File: src/rtl/mips_run_pkg.sv
// Shared definitions for the MIPS32 load/run/dump controller: FSM encodings,
// width helper, default watchdog limit and the loader checksum step.
package mips_run_pkg;

  localparam logic [2:0] ST_IDLE = 3'd0;
  localparam logic [2:0] ST_LOAD = 3'd1;
  localparam logic [2:0] ST_RUN  = 3'd2;
  localparam logic [2:0] ST_DUMP = 3'd3;
  localparam logic [2:0] ST_DONE = 3'd4;

  localparam int unsigned DEF_TIMEOUT_CYC = 1000;

  // clog2 with a floor of one bit so degenerate depths still give legal vectors
  function automatic int unsigned w_of(input int unsigned n);
    return (n > 1) ? $clog2(n) : 1;
  endfunction

  // rotate-left-by-one then XOR, evaluated on the low w bits (w <= 64)
  function automatic logic [63:0] cksum_step(input logic [63:0] acc,
                                             input logic [63:0] word,
                                             input int unsigned w);
    logic [63:0] mask;
    mask = {64{1'b1}} >> (64 - w);
    return (((acc << 1) | (acc >> (w - 1))) & mask) ^ (word & mask);
  endfunction

endpackage

File: src/rtl/mips_run_dump_stream.sv
// DUMP-phase register readout: one read per index, holding register for the
// registered-read data, and a valid/ready output that overlaps reads with handshakes.
module mips_run_dump_stream import mips_run_pkg::*; #(
  parameter int unsigned DATA_W     = 32,
  parameter int unsigned NUM_REGS   = 32,
  parameter int unsigned DUMP_FIRST = 0,
  parameter int unsigned DUMP_COUNT = 6,
  localparam int unsigned RW        = w_of(NUM_REGS),
  localparam int unsigned LW        = RW + 1
) (
  input  logic              clk,
  input  logic              rst,
  input  logic              start_i,
  output logic              fin_o,
  output logic [RW-1:0]     reg_raddr_o,
  input  logic [DATA_W-1:0] reg_rdata_i,
  output logic              dump_valid_o,
  output logic [RW-1:0]     dump_idx_o,
  output logic [DATA_W-1:0] dump_data_o,
  input  logic              dump_ready_i
);

  localparam logic [LW-1:0] CNT_INIT = LW'(DUMP_COUNT);
  localparam logic [RW-1:0] FIRST    = RW'(DUMP_FIRST);

  logic              active_q, vld_q, fresh_q;
  logic [RW-1:0]     ptr_q, idx_q;
  logic [LW-1:0]     left_q;
  logic [DATA_W-1:0] hold_q;
  logic              issue, pop;

  assign issue = active_q && (left_q != '0) && (!vld_q || dump_ready_i);
  assign pop   = vld_q && dump_ready_i;
  assign fin_o = active_q && (left_q == '0) && (!vld_q || dump_ready_i);

  // fresh_q marks the first cycle after a read, when reg_rdata is live
  assign reg_raddr_o  = issue ? ptr_q : '0;
  assign dump_valid_o = vld_q;
  assign dump_idx_o   = idx_q;
  assign dump_data_o  = !vld_q ? '0 : (fresh_q ? reg_rdata_i : hold_q);

  always_ff @(posedge clk) begin
    if (rst) begin
      active_q <= 1'b0;
      vld_q    <= 1'b0;
      fresh_q  <= 1'b0;
      ptr_q    <= '0;
      idx_q    <= '0;
      left_q   <= '0;
      hold_q   <= '0;
    end else begin
      fresh_q <= issue;
      if (fresh_q) hold_q <= reg_rdata_i;
      if (start_i) begin
        active_q <= 1'b1;
        ptr_q    <= FIRST;
        left_q   <= CNT_INIT;
      end else if (fin_o) begin
        active_q <= 1'b0;
      end
      if (issue) begin
        ptr_q  <= ptr_q + 1'b1;
        left_q <= left_q - 1'b1;
        idx_q  <= ptr_q;
        vld_q  <= 1'b1;
      end else if (pop) begin
        vld_q  <= 1'b0;
      end
    end
  end

endmodule

File: src/rtl/mips_run_ctrl.sv
// Program-load / run / register-dump controller for the MIPS32 core.
// Optional MIPS_RUN_CKSUM_EN adds prog_cksum, a rotate-xor digest of loaded words.
module mips_run_ctrl import mips_run_pkg::*; #(
  parameter int unsigned DATA_W      = 32,
  parameter int unsigned IMEM_DEPTH  = 1024,
  parameter int unsigned NUM_REGS    = 32,
  parameter int unsigned DUMP_FIRST  = 0,
  parameter int unsigned DUMP_COUNT  = 6,
  parameter int unsigned TIMEOUT_CYC = DEF_TIMEOUT_CYC,
  localparam int unsigned AW         = w_of(IMEM_DEPTH),
  localparam int unsigned RW         = w_of(NUM_REGS),
  localparam int unsigned CW         = w_of(TIMEOUT_CYC + 1)
) (
  input  logic              clk,
  input  logic              rst,
  input  logic              start,
  input  logic              prog_valid,
  input  logic [DATA_W-1:0] prog_data,
  input  logic              prog_last,
  output logic              prog_ready,
  output logic              cpu_rst,
  output logic              imem_we,
  output logic [AW-1:0]     imem_addr,
  output logic [DATA_W-1:0] imem_wdata,
  input  logic              cpu_halted,
  output logic [RW-1:0]     reg_raddr,
  input  logic [DATA_W-1:0] reg_rdata,
  output logic              dump_valid,
  output logic [RW-1:0]     dump_idx,
  output logic [DATA_W-1:0] dump_data,
  input  logic              dump_ready,
  output logic              busy,
  output logic              done,
  output logic              timeout,
  output logic              overflow,
  output logic [CW-1:0]     cycle_count
`ifdef MIPS_RUN_CKSUM_EN
  ,
  output logic [DATA_W-1:0] prog_cksum
`endif
);

  localparam logic [AW-1:0] LAST_ADDR = AW'(IMEM_DEPTH - 1);
  localparam logic [CW-1:0] TO_LIM    = CW'(TIMEOUT_CYC);
  localparam bit            HAS_DUMP  = (DUMP_COUNT != 0);

  logic [2:0]    state_q, state_d;
  logic [AW-1:0] addr_q, addr_d;
  logic [CW-1:0] cyc_q, cyc_d;
  logic          timeout_q, timeout_d, overflow_q, overflow_d;
  logic          accept, go_end, dump_start, dump_fin;

  assign prog_ready  = (state_q == ST_LOAD);
  assign accept      = prog_valid && prog_ready;
  assign imem_we     = accept;
  assign imem_addr   = addr_q;
  assign imem_wdata  = accept ? prog_data : '0;
  assign cpu_rst     = !((state_q == ST_RUN) || (state_q == ST_DUMP));
  assign busy        = (state_q != ST_IDLE);
  assign done        = (state_q == ST_DONE);
  assign timeout     = timeout_q;
  assign overflow    = overflow_q;
  assign cycle_count = cyc_q;

  always_comb begin
    state_d    = state_q;
    addr_d     = addr_q;
    cyc_d      = cyc_q;
    timeout_d  = timeout_q;
    overflow_d = overflow_q;
    go_end     = 1'b0;
    dump_start = 1'b0;
    case (state_q)
      ST_IDLE: if (start) begin
        timeout_d  = 1'b0;
        overflow_d = 1'b0;
        cyc_d      = '0;
        addr_d     = '0;
        state_d    = ST_LOAD;
      end
      ST_LOAD: if (accept) begin
        // the last address never wraps: a full memory without prog_last ends the load
        if (addr_q != LAST_ADDR) addr_d = addr_q + 1'b1;
        if (prog_last) begin
          state_d = ST_RUN;
        end else if (addr_q == LAST_ADDR) begin
          overflow_d = 1'b1;
          state_d    = ST_RUN;
        end
      end
      ST_RUN: begin
        if (cpu_halted) begin
          go_end = 1'b1;
        end else begin
          cyc_d = cyc_q + 1'b1;
          if (cyc_d == TO_LIM) begin
            timeout_d = 1'b1;
            go_end    = 1'b1;
          end
        end
        if (go_end) begin
          state_d    = HAS_DUMP ? ST_DUMP : ST_DONE;
          dump_start = HAS_DUMP;
        end
      end
      ST_DUMP: if (dump_fin) state_d = ST_DONE;
      ST_DONE: state_d = ST_IDLE;
      default: state_d = ST_IDLE;
    endcase
  end

  always_ff @(posedge clk) begin
    if (rst) begin
      state_q    <= ST_IDLE;
      addr_q     <= '0;
      cyc_q      <= '0;
      timeout_q  <= 1'b0;
      overflow_q <= 1'b0;
    end else begin
      state_q    <= state_d;
      addr_q     <= addr_d;
      cyc_q      <= cyc_d;
      timeout_q  <= timeout_d;
      overflow_q <= overflow_d;
    end
  end

`ifdef MIPS_RUN_CKSUM_EN
  logic [DATA_W-1:0] cksum_q, cksum_d;

  always_comb begin
    cksum_d = cksum_q;
    if (state_q == ST_IDLE && start) cksum_d = '0;
    else if (accept) cksum_d = DATA_W'(cksum_step(64'(cksum_q), 64'(prog_data), DATA_W));
  end

  always_ff @(posedge clk) begin
    if (rst) cksum_q <= '0;
    else     cksum_q <= cksum_d;
  end

  assign prog_cksum = cksum_q;
`endif

  mips_run_dump_stream #(
    .DATA_W     (DATA_W),
    .NUM_REGS   (NUM_REGS),
    .DUMP_FIRST (DUMP_FIRST),
    .DUMP_COUNT (DUMP_COUNT)
  ) u_dump (
    .clk          (clk),
    .rst          (rst),
    .start_i      (dump_start),
    .fin_o        (dump_fin),
    .reg_raddr_o  (reg_raddr),
    .reg_rdata_i  (reg_rdata),
    .dump_valid_o (dump_valid),
    .dump_idx_o   (dump_idx),
    .dump_data_o  (dump_data),
    .dump_ready_i (dump_ready)
  );

endmodule

File: config.mk
export PLATFORM = sky130hd
export DESIGN_NAME = mips_run_ctrl
export DESIGN_NICKNAME = d
export VERILOG_FILES = /design/src/rtl/mips_run_pkg.sv /design/src/rtl/mips_run_dump_stream.sv /design/src/rtl/mips_run_ctrl.sv
export SDC_FILE = /design/constraint.sdc
export NUM_CORES = 1
export LEC_CHECK = 0
export BUFFER_PORTS_ARGS = -buffer_cell sky130_fd_sc_hd__clkbuf_2
export CORE_UTILIZATION = 47
export DETAILED_ROUTE_END_ITERATION = 16
export PLACE_DENSITY_LB_ADDON = 0.12
export SLEW_MARGIN = 20
export SYNTH_ARGS = -nofsm -noshare
export SYNTH_HDL_FRONTEND = slang
export SYNTH_HIERARCHICAL = 1
export SYNTH_SLANG_ARGS = --single-unit
File: constraint.sdc
create_clock -name clk -period 2.6 [get_ports clk]
set_input_delay 0.39 -clock clk [delete_from_list [all_inputs] [get_ports clk]]
set_output_delay 0.39 -clock clk [all_outputs]
set_load 0.005 [all_outputs]
==> results of run 1 <==
cells in the final DEF (no fill, tap or decap), types with 8 or more instances in the layout:
cell	synthesis	layout
clkbuf_2	0	172
dfxtp_1	76	75
nor2_1	55	55
nor2b_1	35	35
and2_1	34	34
mux2i_1	33	33
nand2_1	32	32
a21oi_1	23	23
inv_1	14	13
nor3_1	11	11
xnor2_1	9	9
clkbuf_8	0	9
nand3_1	8	8
per-layer routing:
layer	vias to the layer above	track usage, %	wire, um
li1	1866	-	-
met1	1656	28.3	4410
met2	126	36.2	4370
met3	10	4.19	463
met4	0	7.95	97
met5	-	0	0
sequential cells by signal (all words and copies together) (netlist names):
signal,count
u_dump/fresh_q,1
u_dump/left_q,6
imem_addr,10
u_dump/hold_q,32
state_q,3
u_dump/dump_valid_o,1
u_dump/active_q,1
cycle_count,10
u_dump/dump_idx_o,5
overflow,1
timeout,1
u_dump/ptr_q,5
through the flow:
step | cells | util [%] | power (uW) | worst slack, ns
after floorplan | 450 | - | 1690 | 0.332
after global placement | 707 | 61.2 | 1910 | 0.384
after detailed placement | 707 | 61.2 | 1920 | 0.304
after CTS | 723 | 64.0 | 2890 | 0.155
after global routing | 723 | 64.0 | 3020 | 0.0824
final | 723 | 64.0 | 2870 | 0.264
area by class of cell:
| type | instances | area share [%] |
|---|---|---|
| Multi-Input combinational cell | 334 | 43.1 |
| Sequential cell | 76 | 30.3 |
| Inverter | 15 | 1.20 |
| Clock buffer | 9 | 2.47 |
| Clock inverter | 7 | 1.82 |
| Timing Repair Buffer | 180 | 18.6 |
| Tap cell | 102 | 2.54 |
worst paths after layout:
kind | from | endpoint | cells after the start
setup reg to reg | cycle_count[0]$_SDFFE_PP0P_ | u_dump/left_q[4]$_SDFFE_PP0P_ | 11
setup / recovery | state_q[1]$_SDFFE_PP0P_ | imem_wdata[16] | 5
hold / removal | reg_rdata[27] | u_dump/hold_q[27]$_SDFF_PP0_ | 3
hold reg to reg | u_dump/dump_idx_o[4]$_SDFFE_PP0P_ | u_dump/dump_idx_o[4]$_SDFFE_PP0P_ | 2
power by group:
| group | leakage, uW | internal (uW) | switching [uW] | total [uW] |
|---|---|---|---|---|
| Sequential | 0.000613 | 1190 | 65.2 | 1260 |
| Combinational | 0.00143 | 300 | 338 | 638 |
| Clock | 0.000109 | 537 | 430 | 967 |
| Total | 0.00215 | 2030 | 834 | 2870 |
synthesized netlist by cell type, drive strengths merged, types with 2 or more instances:
cell type  count  area (sq um)
and3           2          12.5
a21oi         23           115
clkbuf        17          63.8
nor3b          3          22.5
o32ai          2          32.5
nand2b         7          43.8
nor2          58           230
a22o           2          17.5
mux2i         33           330
ha             5          62.6
a41oi          2          17.5
o2111ai        2          35.0
dfxtp         76          1520
nor2b         35           219
nand4          6          37.5
o31ai          3          22.5
or3            4          30.0
a31oi          4          25.0
nor3          12          71.3
nor4           5          37.5
buf            8          55.1
nor4b          2          17.5
nand2         32           120
inv           15          56.3
or2b           2          16.3
and2          34           213
a21o           4          30.0
or2            3          18.8
xnor2          9          78.8
a211oi         3          27.5
nand3         11          70.1
o21ai          8          40.0
a311oi         5          43.8
critical path, delay by kind of cell (launching register included):
family,cells,cell delay (ns)
DFF,1,0.50
and+or+nand+nor,3,0.61
buffers and inverters,2,0.48
kinds of logic (layout without fill, tap and decap cells):
logic type      after synthesis  in the layout
simple gates                220            220
flops                        76             76
compound gates               65             65
buf+inv                      40            211
mux                          34             34
xor+xnor                     10             10
fa+ha+maj                     5              5
==> qor.yml, run 1 <==
outcome: "completed"
path_max_fanout: 33
max_slew_margin_pct: 65.7
clock.fmax_mhz: 428
drtIter0Drc: 148
die_area_sq_um: 8580
postCtsSetupBuffers: 0
crit_chain: "nor2_2 -> nand3_1 -> clkinvlp_4 -> and2_1 -> clkbuf_2"
grt_pass1_wl_um: 15200
synthAdderAreaFrac_pct: 1.62
synthesis.nets: 526
cts_sinks: 76
crit_path_top_delay_cell: "dfxtp_1"
hold_viol: 0
avgSynthCellArea_sq_um: 8.58
wl_per_cell_um: 12.9
start_util_pct: 49.2
postSynth.asyncResetShare_pct: 0
maxCapViolCount: 0
cts_buffers: 9
dr_total_vias: 3658
ys_warn_count: 6
synth_compound_area_share_pct: 12.4
yosysUniqueCellTypes: 60
r2r_setup_slack_ns: 0.29
dieHeight_um: 92.6
hold_class: "in -> reg"
die_x_um: 92.6
clock-root-buffer: "clkbuf_8"
powerDensity_nw_per_um2: 571
rows: 32
crit_path_max_incr_delay_ns: 0.50
nNetsFinal: 692
place.port_buffers: 172
num-fill-cells: 707
syn_to_final_growth_pct: 30.1
critPathCaptureType: "primary output"
max-vdd-ir-drop_v: 0.000407
drcViolationCount: 0
cts_buffer_depth: 2
clkSlewWorstSetupHoldPaths_ns: 0.08
required_ns: 2.21
skew_ns: 0.00598
drt_first_pass_iters: 4
wl_um: 9340
drive_gt1_share_pct: 35.1
htree_levels: 3
ios: 173
period_needed_ns: 2.34
grt_setup_unrepaired: "false"
syn_inst: 450
final_antenna_net_count: 0
synthMuxAreaShare_pct: 8.85
leakage_uw: 0.00215
hold_slack_ns: 0.305
antenna_found_initial: 0
setup_viol: 0
first_global_vias: 3336
slew_violations: 0
setup_tns_ns: 0
synth_seq_cells: 76
synth_edf_count: 0
synth-xor-area-share_pct: 2.27
placed_area_sq_um: 4800
grtUsageTotal_pct: 21.9
yosysSeqAreaShare_pct: 39.4
ys.flop_type: "dfxtp_1"
cts_tree: "built"
synth-simple-area-share_pct: 31.0
clk_latency_ns: 0.34
grt_max_degree: 35
via_per_inst: 5.06
crit_type: "reg -> out"
postCtsHoldBufs: 0
dp_hpwl_um: 7030
seqCellArea_sq_um: 1520
diodes: 0
overflow: 0
cts-resized-gates: 0
place_congestion: 0.830
min_period_over_period_pct: 89.9
multi_input_area_sq_um: 2160
start_kind: "flop"
syn_area_sq_um: 3860
final_area_sq_um: 5020
synth_top_family_by_area: "simple AND/OR/NAND/NOR gates"
tightestPinTransition_ns: 0.510
coreArea_sq_um: 7850
arrival_ns: 1.95
Power figures use the tool's default switching activity.
==> run 2, diff against run 1 <==
--- a/config.mk
+++ b/config.mk
@@ -5,8 +5,9 @@
 export SDC_FILE = /design/constraint.sdc
 export NUM_CORES = 1
 export LEC_CHECK = 0
+export ABC_AREA = 1
 export BUFFER_PORTS_ARGS = -buffer_cell sky130_fd_sc_hd__clkbuf_2
-export CORE_UTILIZATION = 47
+export CORE_UTILIZATION = 48
 export DETAILED_ROUTE_END_ITERATION = 16
 export PLACE_DENSITY_LB_ADDON = 0.12
 export SLEW_MARGIN = 20
==> qor.yml, run 2 <==
coreArea_sq_um: 7850  # unchanged
syn_area_sq_um: 3950  # +2.3%
max_slew_margin_pct: 68.3  # +2.5 points
dp_hpwl_um: 7940  # +13%
max-vdd-ir-drop_v: 0.000550  # +35%
antenna_found_initial: 0  # unchanged
postCtsHoldBufs: 0  # unchanged
final_antenna_net_count: 0  # unchanged
crit_type: "reg -> out"
wl_per_cell_um: 12.2  # -5.4%
rows: 32  # unchanged
nNetsFinal: 808  # +17%
synth_edf_count: 0  # unchanged
drtIter0Drc: 130  # -12%
final_area_sq_um: 5080  # +1.2%
dieHeight_um: 92.7  # about the same
ys.flop_type: "dfxtp_1"
yosysSeqAreaShare_pct: 38.5  # -0.87 points
first_global_vias: 3676  # +10%
setup_tns_ns: 0  # unchanged
cts_tree: "built"
ios: 173  # unchanged
setup_viol: 0  # unchanged
place.port_buffers: 172  # unchanged
cts_sinks: 76  # unchanged
synth_area_leaders: "dfxtp_1 (39%), nor2_1 (13%), nand2_1 (9.3%), mux2i_1 (8.1%), inv_1 (6.8%)"
synth_top_area_share_pct: 38.5  # -0.87 points
grt_pass1_wl_um: 16600  # +9.0%
start_util_pct: 50.3  # +1.1 points
synth_seq_cells: 76  # unchanged
placed_area_sq_um: 4870  # +1.4%
path_max_fanout: 32  # -3.0%
powerDensity_nw_per_um2: 625  # +9.5%
cts_buffer_depth: 2  # unchanged
grt_setup_unrepaired: "false"
grt_use_met3_pct: 4.02  # -0.16 points
mostFrequentLayoutCells: "clkbuf_2 (172), nor2_1 (135), nand2_1 (98)"
cts_buffers: 9  # unchanged
synthesis.nets: 638  # +21%
largest_reg_flops: 32  # unchanged
arrival_ns: 1.86  # -0.09 ns
hold_class: "in -> reg"
hold_viol: 0  # unchanged
wl_um: 10200  # +9.7%
seqCellArea_sq_um: 1520  # unchanged
largest_register: "u_dump/hold_q"
clkSlewWorstSetupHoldPaths_ns: 0.09  # about the same
yosysUniqueCellTypes: 36  # -40%
htree_levels: 3  # unchanged
grt_busiest_layer: "met2"
start_kind: "flop"
postSynth.asyncResetShare_pct: 0  # unchanged
hold_slack_ns: 0.306  # +0.000350 ns
period_needed_ns: 2.25  # -0.0869 ns
outcome: "completed"
diodes: 0  # unchanged
min_period_over_period_pct: 86.5  # -3.3 points
tightestPinTransition_ns: 0.475  # -0.0346 ns
final_common_cell: "clkbuf_2"
overflow: 0  # unchanged
required_ns: 2.21  # about the same
drive_gt1_share_pct: 32.0  # -3.1 points
place_congestion: 0.931  # +12%
skew_ns: 0.0134  # +0.00739 ns
slew_violations: 0  # unchanged
multi_input_area_sq_um: 2010  # -7.2%
drcViolationCount: 0  # unchanged
postCtsSetupBuffers: 0  # unchanged
syn_to_final_growth_pct: 28.7
syn_inst: 562  # +25%
via_per_inst: 4.82  # -4.8%
critPathCaptureType: "primary output"
clock.fmax_mhz: 445  # +3.9%
clk_latency_ns: 0.34  # about the same
leakage_uw: 0.00251  # +17%
avgSynthCellArea_sq_um: 7.02  # -18%
dr_total_vias: 4041  # +10%
ys_warn_count: 6  # unchanged
yosysTopAreaCell: "dfxtp_1"
ys_top_cells_by_count: "nor2_1 (135), nand2_1 (98), dfxtp_1 (76)"
die_area_sq_um: 8590  # +0.13%
met1_usage_pct: 27.7  # -0.67 points
grtUsageMet2_pct: 44.4  # +8.2 points
drt_first_pass_iters: 4  # unchanged
maxCapViolCount: 0  # unchanged
clock-root-buffer: "clkbuf_8"
num-fill-cells: 753  # +6.5%
cts-resized-gates: 0  # unchanged
grt_max_degree: 33  # -5.7%
die_x_um: 92.7  # about the same
synthMostInstantiatedCell: "nor2_1"
grtUsageTotal_pct: 24.1  # +2.2 points
run 2: cell types whose count changed in the layout (fill, tap and decap cells not counted), moves of 6 or more:
cell	change
a21oi_1	+7
and2_1	-34
nor2_1	+80
nand2b_1	-7
inv_2	+12
xnor2_1	-6
inv_1	+58
nor2b_1	-35
nand3_1	+15
nand2_1	+66
run 2: area by class of cell:
type | instances | share of cell area [%]
well taps | 102 | 2.51
repair buffers | 177 | 17.7
multi-input cells | 384 | 39.5
clock inverters | 6 | 1.40
flip-flops and latches | 76 | 30.0
inverters | 84 | 6.21
clock buffers | 10 | 2.71
run 2: cells by family (layout without fill, tap and decap cells):
logic type               Yosys count  count (layout)  synth area share (%)
buffers and inverters            102             277                  10.6
multiplexers                      32              32                  8.11
AND/OR/NAND/NOR                  290             290                  32.2
adder cells (fa/ha/maj)            5               5                  1.58
XOR/XNOR                           5               5                  1.11
AO/OA/AOI/OAI                     52              52                  7.89
flip-flops                        76              76                  38.5
run 2: stage by stage:
stage / util (%) / cells / power (uW) / setup slack [ns]
after floorplan: - / 562 / 1960 / 0.755
after global placement: 62.1 / 823 / 2250 / 0.582
after detailed placement: 62.1 / 823 / 2270 / 0.433
after CTS: 64.7 / 839 / 3210 / 0.312
after global routing: 64.7 / 839 / 3390 / 0.116
final: 64.7 / 839 / 3170 / 0.351
run 2: path summary, 6_finish.rpt:
check                              startpoint                      endpoint  cells past startpoint  slack, ns
setup reg to reg  cycle_count[0]$_SDFFE_PP0P_  u_dump/ptr_q[1]$_SDFFE_PP0P_                     14       0.40
setup / recovery      state_q[0]$_SDFFE_PP0P_                 imem_wdata[8]                      7       0.35
hold reg to reg     imem_addr[4]$_SDFFE_PP0P_     imem_addr[4]$_SDFFE_PP0P_                      2       0.46
hold / removal                   reg_rdata[6]   u_dump/hold_q[6]$_SDFF_PP0_                      3       0.31
run 2: layer usage:
layer | vias to the layer above | share of wire, %
met5 | - | 0
met4 | 0 | 1.7
met3 | 16 | 4.9
met2 | 122 | 52
met1 | 1819 | 41
li1 | 2084 | -
run 2: power by group:
part,internal [uW],switching (uW)
sequential,1220,73.8
combinational,349,605
clock,476,448
total,2050,1130
run 2: worst max-delay path, cell delays in order (launching register included):
cell and delay (ns):
dfxtp_1 0.38, inv_2 0.07, nor3_4 0.30, inv_2 0.12, nor2_2 0.14, inv_2 0.20
nor2_1 0.17, clkbuf_2 0.13
